File: src/rtl/peripheral_master_wb.sv
// Wishbone burst master: turns an (adr, len, sel, we) command into classic or incrementing-burst beats.
// ack > err > rty per beat, bounded retries, stall timeout, one-cycle done/err completion.
module peripheral_master_wb #(
  parameter int AW        = 32,
  parameter int DW        = 32,
  parameter int MAX_RETRY = 3,
  parameter int TIMEOUT   = 255
) (
  input  logic            wb_clk_i,
  input  logic            wb_rst_ni,
  input  logic            cmd_valid,
  output logic            cmd_ready,
  input  logic            cmd_we,
  input  logic [AW-1:0]   cmd_adr,
  input  logic [3:0]      cmd_len,
  input  logic [DW/8-1:0] cmd_sel,
  input  logic [DW-1:0]   wr_dat,
  input  logic            wr_valid,
  output logic            wr_ready,
  output logic [DW-1:0]   rd_dat,
  output logic            rd_valid,
  output logic            done,
  output logic            err,
  output logic [AW-1:0]   wb_adr_o,
  output logic [DW-1:0]   wb_dat_o,
  output logic [DW/8-1:0] wb_sel_o,
  output logic            wb_we_o,
  output logic            wb_cyc_o,
  output logic            wb_stb_o,
  output logic [2:0]      wb_cti_o,
  output logic [1:0]      wb_bte_o,
  input  logic [DW-1:0]   wb_dat_i,
  input  logic            wb_ack_i,
  input  logic            wb_err_i,
  input  logic            wb_rty_i
);

  localparam int SW = DW / 8;
  localparam int RW = (MAX_RETRY < 1) ? 1 : $clog2(MAX_RETRY + 1);
  localparam int TW = (TIMEOUT < 2) ? 1 : $clog2(TIMEOUT + 1);
  localparam logic [AW-1:0] ADR_INC   = AW'(SW);
  localparam logic [RW-1:0] RTY_LIMIT = RW'(MAX_RETRY);
  localparam logic [TW-1:0] TO_LAST   = TW'(TIMEOUT - 1);

  typedef enum logic [1:0] {
    IDLE       = 2'd0,
    BUS        = 2'd1,
    RETRY_WAIT = 2'd2,
    DONE       = 2'd3
  } state_t;

  state_t          state_q, state_d;
  logic            we_q;
  logic [AW-1:0]   adr_q;
  logic [3:0]      rem_q;
  logic            burst_q;
  logic [DW/8-1:0] sel_q;
  logic [RW-1:0]   rty_cnt_q;
  logic [TW-1:0]   to_cnt_q;
  logic            err_q;
  logic            rdy_en_q;
  logic [DW-1:0]   rd_dat_q;
  logic            rd_valid_q;
  logic            set_err;

  logic in_bus, cmd_fire, beat_ack, beat_err, beat_rty, stall;

  // Write beats only strobe once the producer has data; the cycle stays open meanwhile.
  assign in_bus   = (state_q == BUS);
  assign wb_stb_o = in_bus & (~we_q | wr_valid);
  assign beat_ack = wb_stb_o & wb_ack_i;
  assign beat_err = wb_stb_o & wb_err_i & ~wb_ack_i;
  assign beat_rty = wb_stb_o & wb_rty_i & ~wb_ack_i & ~wb_err_i;
  assign stall    = in_bus & ~(beat_ack | beat_err | beat_rty);
  assign cmd_fire = cmd_valid & cmd_ready;

  always_ff @(posedge wb_clk_i or negedge wb_rst_ni) begin
    if (!wb_rst_ni) begin
      state_q <= IDLE;
    end else begin
      state_q <= state_d;
    end
  end

  always_comb begin
    state_d   = state_q;
    set_err   = 1'b0;
    cmd_ready = (state_q == IDLE) & rdy_en_q;
    wb_cyc_o  = in_bus;
    wb_cti_o  = 3'b000;
    wb_bte_o  = 2'b00;
    done      = (state_q == DONE);
    err       = (state_q == DONE) & err_q;
    wr_ready  = beat_ack & we_q;
    if (in_bus && burst_q) begin
      wb_cti_o = (rem_q == 4'd0) ? 3'b111 : 3'b010;
    end
    case (state_q)
      IDLE: begin
        if (cmd_fire) state_d = BUS;
      end
      BUS: begin
        if (beat_ack) begin
          if (rem_q == 4'd0) state_d = DONE;
        end else if (beat_err) begin
          state_d = DONE;
          set_err = 1'b1;
        end else if (beat_rty) begin
          if (rty_cnt_q == RTY_LIMIT) begin
            state_d = DONE;
            set_err = 1'b1;
          end else begin
            state_d = RETRY_WAIT;
          end
        end else if (to_cnt_q == TO_LAST) begin
          state_d = DONE;
          set_err = 1'b1;
        end
      end
      RETRY_WAIT: state_d = BUS;
      DONE:       state_d = IDLE;
      default:    state_d = IDLE;
    endcase
  end

  always_ff @(posedge wb_clk_i or negedge wb_rst_ni) begin
    if (!wb_rst_ni) begin
      we_q       <= 1'b0;
      adr_q      <= '0;
      rem_q      <= '0;
      burst_q    <= 1'b0;
      sel_q      <= '0;
      rty_cnt_q  <= '0;
      to_cnt_q   <= '0;
      err_q      <= 1'b0;
      rdy_en_q   <= 1'b0;
      rd_dat_q   <= '0;
      rd_valid_q <= 1'b0;
    end else begin
      rdy_en_q   <= 1'b1;
      rd_valid_q <= beat_ack & ~we_q;
      if (beat_ack && !we_q) rd_dat_q <= wb_dat_i;
      if (in_bus) err_q <= set_err;
      if (cmd_fire) begin
        we_q      <= cmd_we;
        adr_q     <= cmd_adr;
        rem_q     <= cmd_len;
        burst_q   <= (cmd_len != 4'd0);
        sel_q     <= cmd_sel;
        rty_cnt_q <= '0;
        to_cnt_q  <= '0;
      end else if (beat_ack) begin
        adr_q     <= adr_q + ADR_INC;
        rem_q     <= rem_q - 4'd1;
        rty_cnt_q <= '0;
        to_cnt_q  <= '0;
      end else if (beat_rty) begin
        rty_cnt_q <= rty_cnt_q + RW'(1);
        to_cnt_q  <= '0;
      end else if (beat_err) begin
        to_cnt_q  <= '0;
      end else if (stall) begin
        to_cnt_q  <= to_cnt_q + TW'(1);
      end
    end
  end

  assign wb_adr_o = adr_q;
  assign wb_sel_o = sel_q;
  assign wb_we_o  = we_q;
  assign wb_dat_o = wr_dat;
  assign rd_dat   = rd_dat_q;
  assign rd_valid = rd_valid_q;

endmodule

File: config.mk
export PLATFORM = sky130hd
export DESIGN_NAME = peripheral_master_wb
export DESIGN_NICKNAME = d
export VERILOG_FILES = /design/src/rtl/peripheral_master_wb.sv
export SDC_FILE = /design/constraint.sdc
export NUM_CORES = 1
export LEC_CHECK = 0
export ABC_AREA = 1
export CAP_MARGIN = 30
export CORE_MARGIN = 10
export CORE_UTILIZATION = 25
export DETAILED_ROUTE_END_ITERATION = 7
export GPL_ROUTABILITY_DRIVEN = 0
export SYNTH_ARGS = -nofsm -noshare
export SYNTH_HDL_FRONTEND = slang
export SYNTH_SLANG_ARGS = --single-unit
File: constraint.sdc
create_clock -name wb_clk_i -period 1.44 [get_ports wb_clk_i]
set_input_delay 0.288 -clock wb_clk_i [delete_from_list [all_inputs] [get_ports wb_clk_i]]
set_output_delay 0.288 -clock wb_clk_i [all_outputs]
set_load 0.01 [all_outputs]
---- Word level (Yosys, flattened, before mapping) ----
Cells that the tools add are included.
storage, ports and cells
  word-level logic and storage cells ...... 81
  flip-flop bits (word level) ............. 89
  output and inout bits ................... 113
  input bits .............................. 112
operators by class
  reductions and logical operators ........ 10
  bitwise gates (word level) .............. 20
  multiplexer cells ....................... 27
  eq/ne operators ......................... 8
  $add $sub $neg .......................... 4
operators by type and width
  operator                                                            number
  32-bit two-way mux                                                  2
  8-bit two-way mux                                                   5
  32-bit by 3-bit adder with 32-bit output, second input constant     1
  2-bit two-way mux                                                   9
  1-bit bitwise AND                                                   13
  8-bit by 1-bit adder with 8-bit output, second input constant       1
  8-bit == test, second input constant                                1
  4-bit two-way mux                                                   2
  2-bit one-hot mux with 4 select lines                               1
  2-bit == test, second input constant                                3
  1-bit two-way mux                                                   6
  3-bit two-way mux                                                   2
  5-bit by 1-bit != test with 1-bit output, second input constant     1
  5-bit nonzero test                                                  1
  4-bit logical NOT                                                   1
  1-bit inverter                                                      4
  4-bit nonzero test                                                  1
  4-bit by 1-bit subtractor with 4-bit output, second input constant  1
  3-bit by 2-bit != test with 1-bit output, second input constant     1
  1-bit bitwise OR                                                    3
  3-bit AND reduction                                                 1
  3-bit nonzero test                                                  1
  2-bit by 1-bit adder with 2-bit output, second input constant       1
  2-bit by 1-bit == test with 1-bit output, second input constant     1
  other kinds (5)                                                     6

---- Depth between registers and ports, before layout ----
  depth in word-level cells ............... 14
  mapped depth ............................ 9
  depth with buffers taken out ............ 9

---- Worst setup path after synthesis ----
OpenSTA, ideal clock, no wires.
  path kind ............................... register -> output
  start ................................... register rem_q[0]
  end ..................................... output port wb_cti_o[2]
  path buffers ............................ 1
  slack ................................... -0.047 ns
  arrival ................................. 1.199 ns
  stages on the path, launching flop included .. 6
  data required time ...................... 1.152 ns
  path through ............................ dfrtp_1 > inv_1 > ha_1 > nand3_1 > nor3_1 > buf_4
on the way
  word-level cells in the longest chain between the ends .. 3
ends and longest elaborated chain
  element                   line  text
  start: declaration        55    logic [3:0] rem_q;
  start signal: assignment  147   rem_q <= cmd_len;
  start signal: assignment  154   rem_q <= rem_q - 4'd1;
  4-bit logical NOT         96    wb_cti_o = (rem_q == 4'd0) ? 3'b111 : 3'b010;
  3-bit two-way mux         96
  3-bit two-way mux         95    if (in_bus && burst_q) begin
  end: declaration          30    output logic [2:0] wb_cti_o,
No other way between the ends.

---- Final worst setup path ----
  start ................................... register rem_q[1]
  end ..................................... output port wb_cti_o[2]
The elaborated chain is that of the path after synthesis.

==> flow_metrics.env <==
export IMPL_setup_violations_final=95
export IMPL_portBuffers=158
export IMPL_slew_headroom_pct=63.8
export IMPL_cp_max_fo=2
export IMPL_final_nets=1062
export IMPL_worstMarginPinSlew_ns=0.543
export IMPL_detail_route_antenna_nets=0
export IMPL_pre_cts_ws_ns=-0.594
export IMPL_grt_antenna_before_repair=0
export IMPL_slew_viol_final=0
export IMPL_numCtsBuffers=9
export IMPL_antenna_cells=0
export IMPL_routed_wl_mm=19.6
export IMPL_crit_buf_inv=2
export IMPL_die_x_um=162
export IMPL_fin_crit_sh_pct=118
export IMPL_cts_clk_slew_worst_paths_ns=0.07
export IMPL_coreArea_um2=19600
export IMPL_die_area_um2=26100
export IMPL_syn_inst=696
export IMPL_ys_dominant_reg_cell="dfrtp_1"
export IMPL_drc=0
export IMPL_grt_max_degree=90
export IMPL_worst_ep_required_time_ns=1.15
export IMPL_rows=51
export IMPL_p_leak_nw=4.38
export IMPL_postPlaceCellArea_um2=7150
export IMPL_rsz0062_at_grt="yes"
export IMPL_tritoncts="yes"
export IMPL_cts_sinks=89
export IMPL_fin_worst_skew_ns=0.0101
export IMPL_tns_ns=-13.34
export IMPL_grt_pass1_vias=5456
export IMPL_final_util_pct=47.2
export IMPL_status="complete, but fails checks"
export IMPL_start_util_pct=25.6
export IMPL_crit_family="flip-flops"
export IMPL_htree_levels=3
export IMPL_yosys_area_top_type_share_pct=44.4
export IMPL_avgSynthCellArea_um2=7.21
export IMPL_viasPerCell=4.43
export IMPL_final_hold_violation_count=0
export IMPL_synth_common_cells="nand2_1, dfrtp_1, nor2_1, inv_1, nand3_1"
export IMPL_yosysMostFrequentCell="nand2_1"
export IMPL_drt_iter0_markers=275
export IMPL_arrival_ns=1.41
export IMPL_worst_hold_slack_ns=0.453
export IMPL_grt_use_total_pct=14.3
export IMPL_grt_pass1_wl_mm=29.9
export IMPL_cap_violations=0
export IMPL_hold_path_class="in2reg"
export IMPL_r2r_start="state_q[0]"
export IMPL_io_pins=225
export IMPL_synth_async_reset_ratio_pct=100
export IMPL_crit_slowest_cell="dfrtp_1"
export IMPL_yosys_cell_types_count=36
export IMPL_hold_path_startpoint="wb_dat_i[3]"
export IMPL_power_density_nw_per_um2=1840
export IMPL_worstSetupPathType="reg2out"
export IMPL_fin_ws_ns=-0.259
export IMPL_final_area_um2=9250
export IMPL_via_count=5383
export IMPL_clockBufferDepth=2
export IMPL_cts_root_buf="clkbuf_16"
export IMPL_path_cells="inv_2, ha_4, nand3_4, nor3_4, buf_2"
export IMPL_area_growth_pct=84.2
export IMPL_synthTopCellsByArea="dfrtp_1, nand2_1, buf_4"
export IMPL_fmax_mhz=588
export IMPL_wl_per_cell_um=16.1
export IMPL_synthesis_area_um2=5020
export IMPL_firstDrtPassIters=4
export IMPL_setup_worst_path_end_class="primary output"
export IMPL_die_y_um=162
export IMPL_synth_seq_cells=89
export IMPL_drive_gt1_share_pct=39.8
export IMPL_irDropWorstVdd_mv=0.899
export IMPL_start_kind="flip-flop"
export IMPL_crit_path_start="rem_q[1]"
export IMPL_violations="negative setup slack"
export IMPL_clk_latency_ns=0.36
export IMPL_hpwl_mm=12.9
export IMPL_overflow=0
export IMPL_synth_edf_count=0
export IMPL_worst_path_largest_cell_delay_ns=0.38
export IMPL_yosys_warnings=0
export IMPL_ys_seq_area_share_pct=44.4
export IMPL_finalCriticalPeriod_ns=1.70
export IMPL_synth_largest_area_cell="dfrtp_1"
## repair_timing
| item | in CTS | in global routing |
|---|---|---|
| hold buffers | 1 | 0 |
| resized for setup | 328 | 190 |
| setup buffers | 41 | 24 |
| endpoints found under the hold margin | 5 | 0 |
| endpoints found under the setup margin | 155 | 104 |
| pin swaps | 38 | 56 |
| cloned | 15 | 0 |
## layout by cell type (no fill, tap or decap), types with 13 or more instances in the layout
cell type	Yosys	layout
nand2_2	1	71
buf_6	1	42
nor2_4	2	13
nand3_2	0	18
inv_1	56	47
nor2_2	3	16
dfrtp_1	89	79
nand3_1	56	34
nand2_4	1	27
nor2_1	61	37
buf_4	38	63
dlygate4sd2_1	0	59
nand2_1	285	186
clkdlybuf4s50_1	0	78
buf_12	0	15
## registers in the layout, indices dropped and copies added, names as in the netlist, 2 cells and up
| signal | count |
|---|---|
| rd_dat | 32 |
| rem_q | 4 |
| rty_cnt_q | 2 |
| state_q | 2 |
| to_cnt_q | 8 |
| wb_adr_o | 32 |
| wb_sel_o | 4 |
## where the power goes
group	switching, W	internal, W
Sequential	0.00104	0.00357
Combinational	0.00486	0.00497
Clock	0.00116	0.00138
Total	0.00706	0.00992
## cell type report
cell class	instances	area, um^2
clock inverter	7	85.1
clock buffer	9	225
tap	265	332
sequential	89	2240
timing repair buffer	285	2920
multi-input combinational	492	3070
fill	1900	10300
inverter	63	303
timing repair inverter	4	71.3
## per-stage QoR
| step | cells | power (W) |
|---|---|---|
| 3_5_place_dp | 1134 | 0.0116 |
| 2_1_floorplan | 697 | 0.00748 |
| 3_3_place_gp | 1134 | 0.0115 |
| 4_1_cts | 1205 | 0.0158 |
| 5_1_grt | 1214 | 0.0182 |
| 6_report | 1214 | 0.0170 |
## kinds of logic (layout without fill, tap and decap cells)
| family | after synthesis | in the layout | synth area share (%) |
|---|---|---|---|
| buffers and inverters | 116 | 368 | 12.0 |
| adders and majority gates | 6 | 6 | 1.50 |
| and+or+nand+nor | 428 | 428 | 35.2 |
| xor gates and xnor gates | 6 | 6 | 1.05 |
| other | 2 | 3 | 0.150 |
| DFF | 89 | 89 | 44.4 |
| AOI/OAI and AO/OA | 49 | 49 | 5.81 |
## worst register-to-register path, cell delays in order, from the launching register on
cell	delay [ns]
dfrtp_1	0.43
inv_2	0.08
nor2_4	0.12
nand3_4	0.12
buf_12	0.16
buf_8	0.12
nand2_8	0.11
clkinv_8	0.11
nand3_4	0.12
inv_2	0.05
nand2_1	0.05
o21ai_1	0.06
## final timing paths
path	cells after the start	endpoint	slack, ns
min in group asynchronous	3	wb_adr_o[28]	0.49
setup reg to reg	11	to_cnt_q[1]	-0.21
max in group asynchronous	3	wb_adr_o[19]	0.47
hold reg to reg	2	wb_adr_o[1]	0.48
setup / recovery	5	wb_cti_o[2]	-0.26
hold / removal	3	rd_dat[3]	0.45
## routing by layer
metal	track usage [%]	routed length [um]	share of wire [%]	up-vias
li1	-	-	-	2656
met1	17.8	8500	43	2566
met2	22.4	9270	47	141
met3	4.93	1450	7.4	20
met4	5.71	376	1.9	0
met5	0	0	0	-
Power figures use the tool's default switching activity.
